===== config.mk =====
export PLATFORM = sky130hd
export DESIGN_NAME = dram_cmd_scheduler
export DESIGN_NICKNAME = d
export VERILOG_FILES = /design/src/rtl/dram_cmd_scheduler.sv
export SDC_FILE = /design/constraint.sdc
export NUM_CORES = 1
export LEC_CHECK = 0
export BUFFER_PORTS_ARGS = -buffer_cell sky130_fd_sc_hd__buf_4
export CAP_MARGIN = 10
export CORE_UTILIZATION = 47
export DETAILED_ROUTE_END_ITERATION = 10
export PLACE_DENSITY_LB_ADDON = 0.1
export SLEW_MARGIN = 10
export SYNTH_ARGS = -nofsm -noshare
export SYNTH_HDL_FRONTEND = slang
export SYNTH_SLANG_ARGS = --single-unit

===== constraint.sdc =====
create_clock -name clk -period 3.89 [get_ports clk]
set_input_delay 0.1945 -clock clk [delete_from_list [all_inputs] [get_ports clk]]
set_output_delay 0.1945 -clock clk [all_outputs]
set_load 0.01 [all_outputs]

===== src/rtl/dram_cmd_scheduler.sv =====
// rtl/dram_cmd_scheduler.sv - in-order DRAM request queue and PRE/ACT/RD/WR sequencer.
// Optional closed-page mode (auto PRE after every CAS) under `SCHED_CLOSED_PAGE_EN.
module dram_cmd_scheduler #(
  parameter int ADDRESS_WIDTH = 33,
  parameter int QUEUE_DEPTH   = 16,
  parameter int T_RCD         = 24,
  parameter int T_RP          = 24,
  parameter int T_CCD         = 8
) (
  input  logic                     clk,
  input  logic                     rst_n,
  input  logic                     op_ready_s,
  input  logic [1:0]               opcode,
  input  logic [ADDRESS_WIDTH-1:0] address,
  output logic                     queue_full,
  output logic                     queue_empty,
  output logic                     drop_s,
  output logic                     cmd_valid,
  output logic [2:0]               cmd,
  output logic [1:0]               cmd_bank_group,
  output logic [1:0]               cmd_bank,
  output logic [14:0]              cmd_row,
  output logic [10:0]              cmd_col
);

  localparam int PTR_W   = $clog2(QUEUE_DEPTH);
  localparam int OCC_W   = $clog2(QUEUE_DEPTH + 1);
  localparam int T_MAX   = (T_RCD > T_RP) ? ((T_RCD > T_CCD) ? T_RCD : T_CCD)
                                          : ((T_RP > T_CCD) ? T_RP : T_CCD);
  localparam int WAIT_W  = $clog2(T_MAX + 1);
  localparam int ADDR_KW = ADDRESS_WIDTH - 3;
  localparam int ENTRY_W = ADDR_KW + 2;

  localparam logic [2:0] CMD_NOP = 3'd0;
  localparam logic [2:0] CMD_ACT = 3'd1;
  localparam logic [2:0] CMD_RD  = 3'd2;
  localparam logic [2:0] CMD_WR  = 3'd3;
  localparam logic [2:0] CMD_PRE = 3'd4;

  localparam logic [1:0] OP_WRITE = 2'd1;
  localparam logic [1:0] OP_RSVD  = 2'd3;

  typedef enum logic [3:0] {
    ST_IDLE,
    ST_DECODE,
    ST_PRE,
    ST_PRE_WAIT,
    ST_ACT,
    ST_ACT_WAIT,
    ST_CAS,
    ST_CAS_WAIT
`ifdef SCHED_CLOSED_PAGE_EN
    , ST_AUTO_PRE,
    ST_AUTO_PRE_WAIT
`endif
  } state_t;

  // The byte offset inside a burst never affects a command, so it is not stored.
  logic unused_byte_ofs;
  assign unused_byte_ofs = ^address[2:0];

  logic [ENTRY_W-1:0] mem_q [QUEUE_DEPTH];
  logic [ENTRY_W-1:0] mem_d [QUEUE_DEPTH];
  logic [PTR_W-1:0]   wr_ptr_q, wr_ptr_d;
  logic [PTR_W-1:0]   rd_ptr_q, rd_ptr_d;
  logic [OCC_W-1:0]   occ_q, occ_d;
  logic               drop_q, drop_d;

  state_t             state_q, state_d;
  logic [WAIT_W-1:0]  wait_q, wait_d;
  logic [1:0]         head_op_q, head_op_d;
  logic [ADDR_KW-1:0] head_addr_q, head_addr_d;
  logic [15:0]        row_vld_q, row_vld_d;
  logic [14:0]        row_tbl_q [16];
  logic [14:0]        row_tbl_d [16];

  logic               cmd_valid_q, cmd_valid_d;
  logic [2:0]         cmd_q, cmd_d;
  logic [1:0]         bg_q, bg_d;
  logic [1:0]         bank_q, bank_d;
  logic [14:0]        row_q, row_d;
  logic [10:0]        col_q, col_d;

  logic               q_full, q_empty, push, pop;
  logic [1:0]         head_bg, head_bank;
  logic [3:0]         head_bidx;
  logic [14:0]        head_row;
  logic [10:0]        head_col;
  logic [2:0]         cas_cmd;
  logic [WAIT_W-1:0]  wait_dec;
  logic               wait_done;
  logic               issue;
  logic [2:0]         issue_cmd;

  assign q_full  = (occ_q == OCC_W'(QUEUE_DEPTH));
  assign q_empty = (occ_q == '0);
  assign push    = op_ready_s && (opcode != OP_RSVD) && !q_full;
  assign pop     = (state_q == ST_CAS);

  // Stored address is byte address >> 3, so decode indices are shifted down by 3.
  assign head_bg   = head_addr_q[4:3];
  assign head_bank = head_addr_q[6:5];
  assign head_bidx = {head_bg, head_bank};
  assign head_row  = head_addr_q[29:15];
  assign head_col  = {head_addr_q[14:7], head_addr_q[2:0]};
  assign cas_cmd   = (head_op_q == OP_WRITE) ? CMD_WR : CMD_RD;
  assign wait_dec  = wait_q - 1'b1;
  assign wait_done = (wait_dec == '0);

  always_comb begin
    mem_d    = mem_q;
    wr_ptr_d = wr_ptr_q;
    rd_ptr_d = rd_ptr_q;
    occ_d    = occ_q;
    drop_d   = op_ready_s && (opcode != OP_RSVD) && q_full;
    if (push) begin
      mem_d[wr_ptr_q] = {opcode, address[ADDRESS_WIDTH-1:3]};
      wr_ptr_d        = wr_ptr_q + 1'b1;
    end
    if (pop) begin
      rd_ptr_d = rd_ptr_q + 1'b1;
    end
    if (push && !pop) begin
      occ_d = occ_q + 1'b1;
    end else if (!push && pop) begin
      occ_d = occ_q - 1'b1;
    end
  end

  always_comb begin
    state_d     = state_q;
    wait_d      = wait_q;
    head_op_d   = head_op_q;
    head_addr_d = head_addr_q;
    row_vld_d   = row_vld_q;
    row_tbl_d   = row_tbl_q;
    issue       = 1'b0;
    issue_cmd   = CMD_NOP;
    unique case (state_q)
      ST_IDLE: begin
        if (!q_empty) begin
          {head_op_d, head_addr_d} = mem_q[rd_ptr_q];
          state_d = ST_DECODE;
        end
      end
      ST_DECODE: begin
        issue = 1'b1;
        if (row_vld_q[head_bidx] && (row_tbl_q[head_bidx] == head_row)) begin
          issue_cmd = cas_cmd;
          state_d   = ST_CAS;
        end else if (row_vld_q[head_bidx]) begin
          issue_cmd = CMD_PRE;
          state_d   = ST_PRE;
        end else begin
          issue_cmd = CMD_ACT;
          state_d   = ST_ACT;
        end
      end
      ST_PRE: begin
        row_vld_d[head_bidx] = 1'b0;
        wait_d  = WAIT_W'(T_RP - 1);
        state_d = ST_PRE_WAIT;
      end
      ST_PRE_WAIT: begin
        wait_d = wait_dec;
        if (wait_done) begin
          issue     = 1'b1;
          issue_cmd = CMD_ACT;
          state_d   = ST_ACT;
        end
      end
      ST_ACT: begin
        row_vld_d[head_bidx] = 1'b1;
        row_tbl_d[head_bidx] = head_row;
        wait_d  = WAIT_W'(T_RCD - 1);
        state_d = ST_ACT_WAIT;
      end
      ST_ACT_WAIT: begin
        wait_d = wait_dec;
        if (wait_done) begin
          issue     = 1'b1;
          issue_cmd = cas_cmd;
          state_d   = ST_CAS;
        end
      end
      ST_CAS: begin
        wait_d  = WAIT_W'(T_CCD - 1);
        state_d = ST_CAS_WAIT;
      end
      ST_CAS_WAIT: begin
        wait_d = wait_dec;
        if (wait_done) begin
`ifdef SCHED_CLOSED_PAGE_EN
          issue     = 1'b1;
          issue_cmd = CMD_PRE;
          state_d   = ST_AUTO_PRE;
`else
          state_d   = ST_IDLE;
`endif
        end
      end
`ifdef SCHED_CLOSED_PAGE_EN
      ST_AUTO_PRE: begin
        row_vld_d[head_bidx] = 1'b0;
        wait_d  = WAIT_W'(T_RP - 1);
        state_d = ST_AUTO_PRE_WAIT;
      end
      ST_AUTO_PRE_WAIT: begin
        wait_d = wait_dec;
        if (wait_done) begin
          state_d = ST_IDLE;
        end
      end
`endif
      default: begin
        state_d = ST_IDLE;
      end
    endcase

    // Outputs are registered: a command is presented in the cycle its state is entered.
    cmd_valid_d = issue;
    cmd_d       = issue ? issue_cmd : CMD_NOP;
    bg_d        = issue ? head_bg   : bg_q;
    bank_d      = issue ? head_bank : bank_q;
    row_d       = issue ? head_row  : row_q;
    col_d       = issue ? head_col  : col_q;
  end

  always_ff @(posedge clk) begin
    if (!rst_n) begin
      wr_ptr_q    <= '0;
      rd_ptr_q    <= '0;
      occ_q       <= '0;
      drop_q      <= 1'b0;
      state_q     <= ST_IDLE;
      wait_q      <= '0;
      head_op_q   <= '0;
      head_addr_q <= '0;
      row_vld_q   <= '0;
      cmd_valid_q <= 1'b0;
      cmd_q       <= CMD_NOP;
      bg_q        <= '0;
      bank_q      <= '0;
      row_q       <= '0;
      col_q       <= '0;
    end else begin
      wr_ptr_q    <= wr_ptr_d;
      rd_ptr_q    <= rd_ptr_d;
      occ_q       <= occ_d;
      drop_q      <= drop_d;
      state_q     <= state_d;
      wait_q      <= wait_d;
      head_op_q   <= head_op_d;
      head_addr_q <= head_addr_d;
      row_vld_q   <= row_vld_d;
      cmd_valid_q <= cmd_valid_d;
      cmd_q       <= cmd_d;
      bg_q        <= bg_d;
      bank_q      <= bank_d;
      row_q       <= row_d;
      col_q       <= col_d;
    end
    mem_q     <= mem_d;
    row_tbl_q <= row_tbl_d;
  end

  assign queue_full     = q_full;
  assign queue_empty    = q_empty;
  assign drop_s         = drop_q;
  assign cmd_valid      = cmd_valid_q;
  assign cmd            = cmd_q;
  assign cmd_bank_group = bg_q;
  assign cmd_bank       = bank_q;
  assign cmd_row        = row_q;
  assign cmd_col        = col_q;

endmodule

==> summary.md, run 1 <==
| Metric | Value |
|---|---|
| Largest family of logic cells by synthesized area | `multiplexers` |
| Hold WC Path Type | `primary input to flip-flop` |
| DP HPWL | `between 40000 and 50000 microns` |
| Period utilization | `about 87%` |
| Drc violations | `0` |
| Synthesized area | `33220 sq um` |
| P_sw | `approximately 0.006 W` |
| RSZ-0062 raised after global routing | `false` |
| DR vias | `between 15000 and 20000` |
| DRT antenna net count | `0` |
| Chip height | `267.9 microns` |
| Combinational Power Share | `between 10% and 20%` |
| Initial antenna violation count | `1` |
| CP required | `around 4.5 ns` |
| Syn Area/Cell | `between 15 and 20 sq um` |
| Nets | `1913` |
| Core area | `about 70000 sq um` |
| Post-route setup TNS | `0 ns` |
| Max cap viols | `0` |
| Cells after Synth | `about 1700` |
| Cell Area, Placed | `between 30000 and 40000 sq um` |
| Final hold violation count | `0` |
| Complex-gate fraction of the synthesized area | `around 2.7%` |
| H-tree depth | `3` |
| # IOs | `75` |
| CP arrival | `approximately 3.9 ns` |
| Switch share | `about 26%` |
| Flop-to-flop setup slack | `0.51 ns` |
| First-pass GRT wire length | `around 110000 microns` |
| CTS tree | `yes` |
| PD cells | `~600 nW/um^2` |
| Max Fclk | `roughly 0.3 GHz` |
| Synth Area in XOR/XNOR | `about 1.1%` |
| CTS buffer count | `90` |
| Vias in the first global route | `between 15000 and 20000` |
| Post-synth EDFFs | `between 700 and 800` |
| Wire length per cell | `25.22 microns` |
| Asr flop ratio synth | `0%` |
| Clock power frac | `between 30% and 40%` |
| Synth Area in Adders | `less than 1%` |
| Internal power | `between 0.015 and 0.02 W` |
| Largest area contributor in the netlist | `edfxtp_1` |
| Drt via density | `around 5.6` |
| Fillers | `5383` |
| Final Cell Area | `slightly below 40000 sq um` |
| Grt ovf | `0` |
| Worst Hold End | `state_q[1]` |
| Initial Util | `47.44%` |
| Largest net degree at the start of global routing | `between 60 and 70` |
| Crit start category | `flip-flop` |
| CTS max path bufs | `3` |
| Synth Area in Simple Gates | `under 10%` |
| Crit path max fanout | `20` |
| VDD IR max | `approximately 0.4 mV` |
| DRT Pass-1 Iters | `7` |
| Worst-Skew Late Latency | `between 0.6 and 0.7 ns` |
| CTS Root Cell | `clkbuf_16` |
| YS warnings | `0` |
| Share of layout cells above drive strength 1 | `27.22%` |
| Synth unique cells | `between 50 and 60` |
| Worst-case clock skew | `between 0.02 and 0.025 ns` |
| Synth top area cells | `edfxtp_1 (68%), mux4_2 (13%), dfxtp_1 (6.3%), mux2i_1 (2.0%), nand2_1 (1.2%)` |
| CTS-repair resized insts | `0` |
| Top-count cell post-synth | `edfxtp_1` |
| Die Wd | `between 200 and 300 microns` |
| Post-synth top cells | `edfxtp_1 (752), mux4_2 (198), nand2_1 (108)` |
| Share of power burned in registers | `about half` |
| Worst Tran Pin Value | `1.107 ns` |
| Crit path time final | `~3.4 ns` |
| Reg2reg path depth | `10` |
| GR Util All Layers | `roughly a fifth` |
| Row cnt | `97` |
| Hold-critical path depth | `3` |
| Area growth, synth to finish | `16.53%` |
| Final WL | `between 70000 and 80000 microns` |
| Clock sink count | `856` |
| Number of synthesized register bits | `856` |
| Max-slew headroom | `26.09%` |
| Worst Setup SP | `head_addr_q[5]` |
| DIE AREA | `a little over 70000 sq um` |
| Post-synthesis mux area share | `~17%` |
| Clock slew at reported path FFs | `0.06 ns` |
| Crit. End Element | `flip-flop` |
| Critical R2R Capture | `cmd[1]` |
| Hold Startpoint | `rst_n` |
| Endpoints failing setup | `0` |
| Post-synth top area share | `67.98%` |
| Reg2reg start | `head_addr_q[5]` |
| P_leak | `approximately 12 nW` |
| Status | `completed` |
| Post-synthesis sequential area ratio | `between 70% and 80%` |
| # diodes | `0` |
| Slew Limit Fails | `0` |
| GP Congestion | `0.7572` |
| Mapped Nets | `between 1500 and 2000` |
| Port-buffer cells | `between 70 and 80` |
| Setup CP Type | `flip-flop to flip-flop` |
| Initial DRC count | `just over 1000` |
| Ys flop type | `edfxtp_1` |
stage by stage:
stage | std cells | utilization (%) | total power, W | hold WS [ns] | setup slack [ns]
detailed placement | 2678 | 50.62 | 0.01503 | 0.4610 | 0.4381
global route | 2876 | 55.28 | 0.02428 | 0.1077 | 0.2837
CTS | 2876 | 55.28 | 0.02357 | 0.06021 | 0.4193
floorplan | 1679 | - | 0.01369 | 0.2934 | 0.1056
finish | 2876 | 55.28 | 0.02328 | 0.08042 | 0.5092
global placement | 2678 | 50.62 | 0.01495 | 0.4416 | 0.4581
flip-flops by register name (all words and copies together) (netlist names), 3 cells and up, named ones only:
signal / cells
wr_ptr_q: 4
cmd_row: 15
state_q: 3
occ_q: 5
row_tbl_q: 240
rd_ptr_q: 4
mem_q: 512
cmd: 3
cmd_col: 11
wait_q: 5
head_addr_q: 30
power groups by stage:
| stage | Clock [W] | Combinational (W) | Sequential, W |
|---|---|---|---|
| final | 0.00848 | 0.00359 | 0.0112 |
| after global routing | 0.00906 | 0.00393 | 0.0113 |
| after CTS | 0.00869 | 0.00365 | 0.0112 |
| after detailed placement | 0 | 0.00361 | 0.0114 |
| after global placement | 0 | 0.00356 | 0.0114 |
| after floorplan | 0 | 0.00250 | 0.0112 |
cells in the final DEF, fill, tap and decap left out, types with 8 or more instances in the layout:
cell	n
clkinv_2	14
a21oi_1	11
clkbuf_16	93
xor2_1	19
dlygate4sd3_1	33
clkbuf_1	25
inv_1	12
nor2_4	12
nand2b_1	11
edfxtp_1	752
nor2b_1	40
mux2i_1	66
mux4_2	198
buf_4	140
nand2_1	108
dfxtp_1	97
mux2_2	17
bufinv_16	8
nand3_1	11
o21a_1	32
clkinv_1	14
nor2_1	23
buf_12	14
a21boi_0	36
xnor2_1	21
ha_1	11
o21ai_0	11
and2_1	11
what timing repair did:
action                    4_1_cts  5_1_grt
hold endpoints to repair      513        0
buffers inserted                0        0
hold buffers                   33        0
worst max-delay path by stage:
stage,end,cells after the start
global route,cmd[1],8
finish,cmd[1],10
detailed placement,cmd[1],8
floorplan,mem_q[384],6
global placement,cmd[1],9
CTS,cmd[1],8
critical path: stages, from the launching register on:
cell	delay, ns
dfxtp_4	0.65
buf_12	0.23
buf_4	0.20
mux4_2	0.50
mux2i_1	0.21
xor2_1	0.19
nand2_1	0.08
o41ai_1	0.14
nand3_1	0.33
or4_1	0.59
a21oi_1	0.16
metal layers:
metal	up-vias	share of wire, %	GRT usage (%)
met2	317	51	35.32
met1	8476	43	28.37
met5	-	0.018	0
met3	95	4.3	3.271
met4	2	1.7	5.745
li1	7124	-	-
logic make-up (layout without fill, tap and decap cells):
family,after synthesis,after routing
DFF,856,856
muxes,288,288
and+or+nand+nor,251,251
AOI/OAI and AO/OA,125,125
buffers and inverters,107,364
xor gates and xnor gates,40,40
adders and majority gates,12,12
cell type report:
type | count | area, sq um | area share [%]
inverters | 12 | 45.04 | 0.1164
flip-flops and latches | 856 | 24680 | 63.76
repair buffers | 187 | 1662 | 4.292
clock buffers | 123 | 2490 | 6.432
multi-input cells | 716 | 8213 | 21.22
well taps | 940 | 1176 | 3.038
clock inverters | 42 | 444.2 | 1.147
(Power assumes the default switching activity.)
==> inputs of run 2 (changes only) <==
--- a/config.mk
+++ b/config.mk
@@ -8,7 +8,9 @@
 export BUFFER_PORTS_ARGS = -buffer_cell sky130_fd_sc_hd__buf_4
 export CAP_MARGIN = 10
 export CORE_UTILIZATION = 47
+export CTS_CLUSTER_SIZE = 10
 export DETAILED_ROUTE_END_ITERATION = 10
+export GPL_TIMING_DRIVEN = 0
 export PLACE_DENSITY_LB_ADDON = 0.1
 export SLEW_MARGIN = 10
 export SYNTH_ARGS = -nofsm -noshare
==> summary.md, run 2 (synthesis results as in run 1) <==
| Metric | Value |
|---|---|
| Vias in the first global route | `17336 (+3.9%)` |
| H-tree depth | `3 (unchanged)` |
| Clock sink count | `856 (unchanged)` |
| Worst Tran Pin Value | `1.176 ns (+0.06865 ns)` |
| P_leak | `12.28 nW (-0.57%)` |
| Worst Setup SP | `head_addr_q[3]` |
| Crit path time final | `3.667 ns (+0.2861 ns)` |
| Port-buffer cells | `70 (-1.4%)` |
| Max reg flops | `512 (unchanged)` |
| Drt via density | `5.683 (+2.1%)` |
| Largest net degree at the start of global routing | `22 (-68%)` |
| Reg2reg path depth | `10 (unchanged)` |
| Max-slew headroom | `21.61% (-4.5 points)` |
| Die Wd | `267.9 microns (unchanged)` |
| CP delay by family, top | `buffers and inverters` |
| CTS buffer count | `96 (+6.7%)` |
| Core area | `70030 sq um (unchanged)` |
| Initial DRC count | `1421 (+39%)` |
| Fillers | `5483 (+1.9%)` |
| Grt ovf | `0 (unchanged)` |
| Chip height | `267.9 microns (unchanged)` |
| First-pass GRT wire length | `115900 microns (+6.8%)` |
| PnR worst setup slack | `0.2231 ns (-0.2861 ns)` |
| CP dominant cell by count | `buf_2` |
| Period utilization | `94.27% (+7.4 points)` |
| Max cap viols | `0 (unchanged)` |
| DP HPWL | `51450 microns (+25%)` |
| CP arrival | `4.23 ns (+0.29 ns)` |
| Reg2reg start | `head_addr_q[3]` |
| Row cnt | `97 (unchanged)` |
| Commonest non-fill, non-tap cell in the layout | `edfxtp_1` |
| DIE AREA | `71750 sq um (unchanged)` |
| Setup CP Type | `flip-flop to flip-flop` |
| CP required | `4.45 ns (about the same)` |
| Buf/Inv on CP | `4 (+2)` |
| Hold WC Path Type | `primary input to flip-flop` |
| Most frequent cells in the layout | `edfxtp_1 (752), mux4_2 (198), nand2_1 (108)` |
| CTS max path bufs | `3 (unchanged)` |
| Critical R2R Capture | `cmd[1]` |
| Status | `completed` |
| Endpoints failing setup | `0 (unchanged)` |
| Pre-CTS setup slack | `-0.001577 ns (-0.4397 ns)` |
| Slew Limit Fails | `0 (unchanged)` |
| VDD IR max | `0.3373 mV (-15%)` |
| # IOs | `75 (unchanged)` |
| WP depth | `10 (unchanged)` |
| Crit. End Element | `flip-flop` |
| Area growth, synth to finish | `16.83%` |
| Initial Util | `47.44% (unchanged)` |
| Hold slack | `0.02037 ns (-0.06005 ns)` |
| Largest Register | `mem_q` |
| Wire length per cell | `27.21 microns (+7.9%)` |
| Multi-input gate area | `8247 sq um (+0.41%)` |
| Final hold violation count | `0 (unchanged)` |
| Post-CTS setup buffer count | `0 (unchanged)` |
| CTS tree | `yes` |
| DRT antenna net count | `0 (unchanged)` |
| Share of layout cells above drive strength 1 | `25.50% (-1.7 points)` |
| DR vias | `16538 (+3.3%)` |
| Worst-Skew Late Latency | `0.63 ns (about the same)` |
| CTS Root Cell | `clkbuf_16` |
| Clock slew at reported path FFs | `0.06 ns (about the same)` |
| Final WL | `79190 microns (+9.2%)` |
| Nets | `1982 (+3.6%)` |
| GP Congestion | `0.7813 (+3.2%)` |
| Largest regs | `mem_q (512), row_tbl_q (240), head_addr_q (30)` |
| Crit path max fanout | `10 (-50%)` |
| Crit-path max cell delay | `0.53 ns (-0.12 ns)` |
| Initial antenna violation count | `4 (+3)` |
| DRT Pass-1 Iters | `5 (-2)` |
| Max Fclk | `0.2727 GHz (-7.8%)` |
| Worst-case clock skew | `0.02228 ns (-0.001799 ns)` |
| Crit path cell chain | `buf_2, clkbuf_4, buf_2, buf_2, mux2i_1, xnor2_1, nor4_1, a31oi_1, or4_1, a21oi_1` |
| GR Util All Layers | `22.81% (+1.9 points)` |
| PD cells | `588.8 nW/um^2 (-2.1%)` |
| RSZ-0062 raised after global routing | `false` |
| Crit start category | `flip-flop` |
| Crit path to | `cmd[1]` |
| Flop-to-flop setup slack | `0.22 ns (-0.29 ns)` |
| CP max stage cell | `or4_1` |
| Sequential Area | `24660 sq um (about the same)` |
| Drc violations | `0 (unchanged)` |
[run 2: stage by stage]
step / area, sq um / total power (W) / instances / utilization [%] / setup TNS (ns)
finish: 38810 / 0.02285 / 2910 / 55.42 / 0
global route: 38810 / 0.02375 / 2910 / 55.42 / 0
CTS: 38800 / 0.02307 / 2909 / 55.40 / 0
detailed placement: 35840 / 0.01516 / 2741 / 51.18 / -0.001577
global placement: 34920 / 0.01502 / 2689 / 49.87 / -924.94
floorplan: 33220 / 0.01369 / 1679 / - / 0
[run 2: cell type report]
class	count	area share, %
sequential	856	63.55
multi-input combinational	716	21.25
clock buffer	131	6.664
timing repair buffer	155	4.191
tap	940	3.030
buffer	95	1.096
inverter	12	0.1161
clock inverter	4	0.09994
antenna	1	0.006448
[run 2: how the worst min path moves through the flow]
stage	startpoint	end	slack, ns	depth (start not counted)
floorplan	address[3]	mem_q[0]	0.29	0
finish	rst_n	head_addr_q[2]	0.02	2
global route	rst_n	head_addr_q[1]	0.04	2
CTS	rst_n	head_addr_q[3]	0.01	2
global placement	op_ready_s	drop_s	0.45	3
detailed placement	op_ready_s	drop_s	0.46	3
[run 2: per-layer routing]
layer	track usage, %	vias to the layer above	wire length [microns]
met2	40.16	408	41390
met5	0	-	41
met4	5.127	6	1365
li1	-	7223	-
met1	29.54	8789	32560
met3	4.069	112	3837
[run 2: timing repair]
item,4_1_cts,5_1_grt
hold buffers,33,0
gates resized for setup,1,4
pin swaps,0,0
endpoints found under the setup margin,1,5
hold endpoints to repair,513,0
[run 2: where the power goes]
| part | total, W | switching [W] | internal (W) |
|---|---|---|---|
| clock network | 0.00789 | 0.00334 | 0.00455 |
| registers | 0.0112 | 0.000549 | 0.0107 |
| logic | 0.00373 | 0.00216 | 0.00157 |
==> inputs of run 3 (changes only) <==
--- a/config.mk
+++ b/config.mk
@@ -7,7 +7,7 @@
 export LEC_CHECK = 0
 export BUFFER_PORTS_ARGS = -buffer_cell sky130_fd_sc_hd__buf_4
 export CAP_MARGIN = 10
-export CORE_UTILIZATION = 47
+export CORE_UTILIZATION = 40
 export CTS_CLUSTER_SIZE = 10
 export DETAILED_ROUTE_END_ITERATION = 10
 export GPL_TIMING_DRIVEN = 0
==> constraint.sdc (replaced) <==
create_clock -name clk -period 3.11 [get_ports clk]
set_input_delay 0.1555 -clock clk [delete_from_list [all_inputs] [get_ports clk]]
set_output_delay 0.1555 -clock clk [all_outputs]
set_load 0.01 [all_outputs]
==> summary.md, run 3 (synthesis results as in run 1) <==
| Metric | Value |
|---|---|
| Pre-CTS setup slack | `-0.8663 ns (-0.8647 ns)` |
| RSZ-0062 raised after global routing | `true` |
| CTS buffer count | `99 (+3.1%)` |
| Crit path max fanout | `10 (unchanged)` |
| Endpoints failing setup | `1 (+1)` |
| Final Power | `0.02927 W (+28%)` |
| H-tree depth | `3 (unchanged)` |
| Crit start category | `flip-flop` |
| Chip height | `290.2 microns (+8.3%)` |
| Slew Limit Fails | `0 (unchanged)` |
| Worst-case clock skew | `0.01624 ns (-0.006046 ns)` |
| Period utilization | `100.3% (+6.0 points)` |
| Wire length on met1 | `34430 microns (+5.8%)` |
| Setup CP Type | `flip-flop to flip-flop` |
| Nets | `1979 (-0.15%)` |
| Final WL | `82340 microns (+4.0%)` |
| Max Used Layer | `met5` |
| GR Util All Layers | `20.01% (-2.8 points)` |
| Status | `complete, but fails checks` |
| First-pass GRT wire length | `121200 microns (+4.5%)` |
| Largest Register | `mem_q` |
| DRT antenna net count | `0 (unchanged)` |
| Initial antenna violation count | `3 (-1)` |
| Post-Place Cells | `2866 (+4.6%)` |
| Crit path time final | `3.119 ns (-0.5478 ns)` |
| Clock sink count | `856 (unchanged)` |
| Reg2reg start | `head_addr_q[3]` |
| Drc violations | `0 (unchanged)` |
| Crit. End Element | `flip-flop` |
| CTS Root Cell | `clkbuf_16` |
| CP arrival | `3.68 ns (-0.55 ns)` |
| Max reg flops | `512 (unchanged)` |
| Die Wd | `290.2 microns (+8.3%)` |
| Row cnt | `105 (+8.2%)` |
| Final hold violation count | `0 (unchanged)` |
| Metal3 WL | `3472 microns (-9.5%)` |
| Grt ovf | `0 (unchanged)` |
| Drt via density | `5.404 (-4.9%)` |
| Worst Tran Pin Value | `1.169 ns (-0.006970 ns)` |
| Initial DRC count | `1289 (-9.3%)` |
| Clock slew at reported path FFs | `0.05 ns (about the same)` |
| PnR worst setup slack | `-0.009108 ns (-0.2322 ns)` |
| P_leak | `12.49 nW (+1.7%)` |
| CP required | `3.67 ns (-0.78 ns)` |
| Largest net degree at the start of global routing | `22 (unchanged)` |
| Largest regs | `mem_q (512), row_tbl_q (240), head_addr_q (30)` |
| Met2 wire len | `42460 microns (+2.6%)` |
| Port-buffer cells | `70 (unchanged)` |
| Failing checks | `negative setup slack` |
| PD cells | `740.3 nW/um^2 (+26%)` |
| Max-slew headroom | `22.08% (+0.46 points)` |
| Worst Setup SP | `head_addr_q[3]` |
| Max cap viols | `0 (unchanged)` |
| Max Fclk | `0.3206 GHz (+18%)` |
| CTS max path bufs | `3 (unchanged)` |
| DRT Pass-1 Iters | `5 (unchanged)` |
| Hold WC Path Type | `primary input to flip-flop` |
| # IOs | `75 (unchanged)` |
| VDD IR max | `0.4916 mV (+46%)` |
| Fin cells | `3046 (+4.7%)` |
| CTS tree | `yes` |
| Most frequent cells in the layout | `edfxtp_1 (752), mux4_2 (198), nand2_1 (108)` |
| Commonest non-fill, non-tap cell in the layout | `edfxtp_1` |
| # diodes | `0 (-1)` |
| Initial Util | `40.46% (-7.0 points)` |
| GP Congestion | `0.7515 (-3.8%)` |
| DP HPWL | `54030 microns (+5.0%)` |
| Fillers | `6799 (+24%)` |
| DIE AREA | `84200 sq um (+17%)` |
| Share of layout cells above drive strength 1 | `27.18% (+1.7 points)` |
| DR vias | `16462 (-0.46%)` |
| Vias in the first global route | `17519 (+1.1%)` |
| Core area | `82110 sq um (+17%)` |
| Wire length per cell | `27.03 microns (-0.67%)` |
| Area growth, synth to finish | `19.01%` |
| Hold Startpoint | `rst_n` |
| Worst-Skew Late Latency | `0.65 ns (+0.02 ns)` |
## run 3: worst paths after layout
check             cells past startpoint  slack (ns)               to
setup / recovery                     10      -0.009           cmd[1]
hold / removal                        2        0.09        cmd_valid
setup reg to reg                     10      -0.009           cmd[1]
hold reg to reg                       2        0.47  head_addr_q[11]
## run 3: where the power goes
part,internal (W),leakage [nW],switching (W),total [W]
Combinational,0.00208,3.46,0.00277,0.00485
Sequential,0.0134,7.68,0.000715,0.0141
Clock,0.00596,1.36,0.00437,0.0103
## run 3: critical path: stages (launching register included)
cell,delay [ns]
dfxtp_2,0.42
buf_4,0.23
buf_4,0.27
buf_4,0.27
buf_4,0.27
mux2i_1,0.25
a21oi_1,0.12
xnor2_1,0.22
nand3_2,0.21
or4_1,0.59
a21oi_1,0.18
## run 3: metrics by stage
stage / TNS [ns] / utilization, % / hold slack (ns) / area [sq um]
after floorplan: 0 / - / 0.2544 / 33240
after global placement: -1329.04 / 42.75 / 0.4117 / 35100
after detailed placement: -50.95 / 44.06 / 0.4139 / 36180
after CTS: -0.3861 / 48.08 / 0.09520 / 39480
after global routing: -2.741 / 48.15 / 0.1234 / 39540
final: -0.009108 / 48.15 / 0.08584 / 39540
## run 3: layer usage
layer	track usage, %	vias up
met1	25.91	8757
met5	0	-
met2	34.87	344
met4	5.643	6
li1	-	7244
met3	3.128	111
## run 3: timing repair
action	4_1_cts	5_1_grt
endpoints found under the hold margin	531	0
hold buffers	35	0
setup buffers	0	0
pin swaps	2	2
endpoints found under the setup margin	173	60
resized for setup	82	24
## run 3: layout make-up
cell class,count,area [sq um],area share (%)
sequential,856,24670,62.39
multi-input combinational,716,8335,21.08
clock buffer,136,2646,6.693
timing repair buffer,152,1797,4.545
inverter,12,45.04,0.1139
clock inverter,12,163.9,0.4146
buffer,92,543.0,1.374
tap,1070,1339,3.386
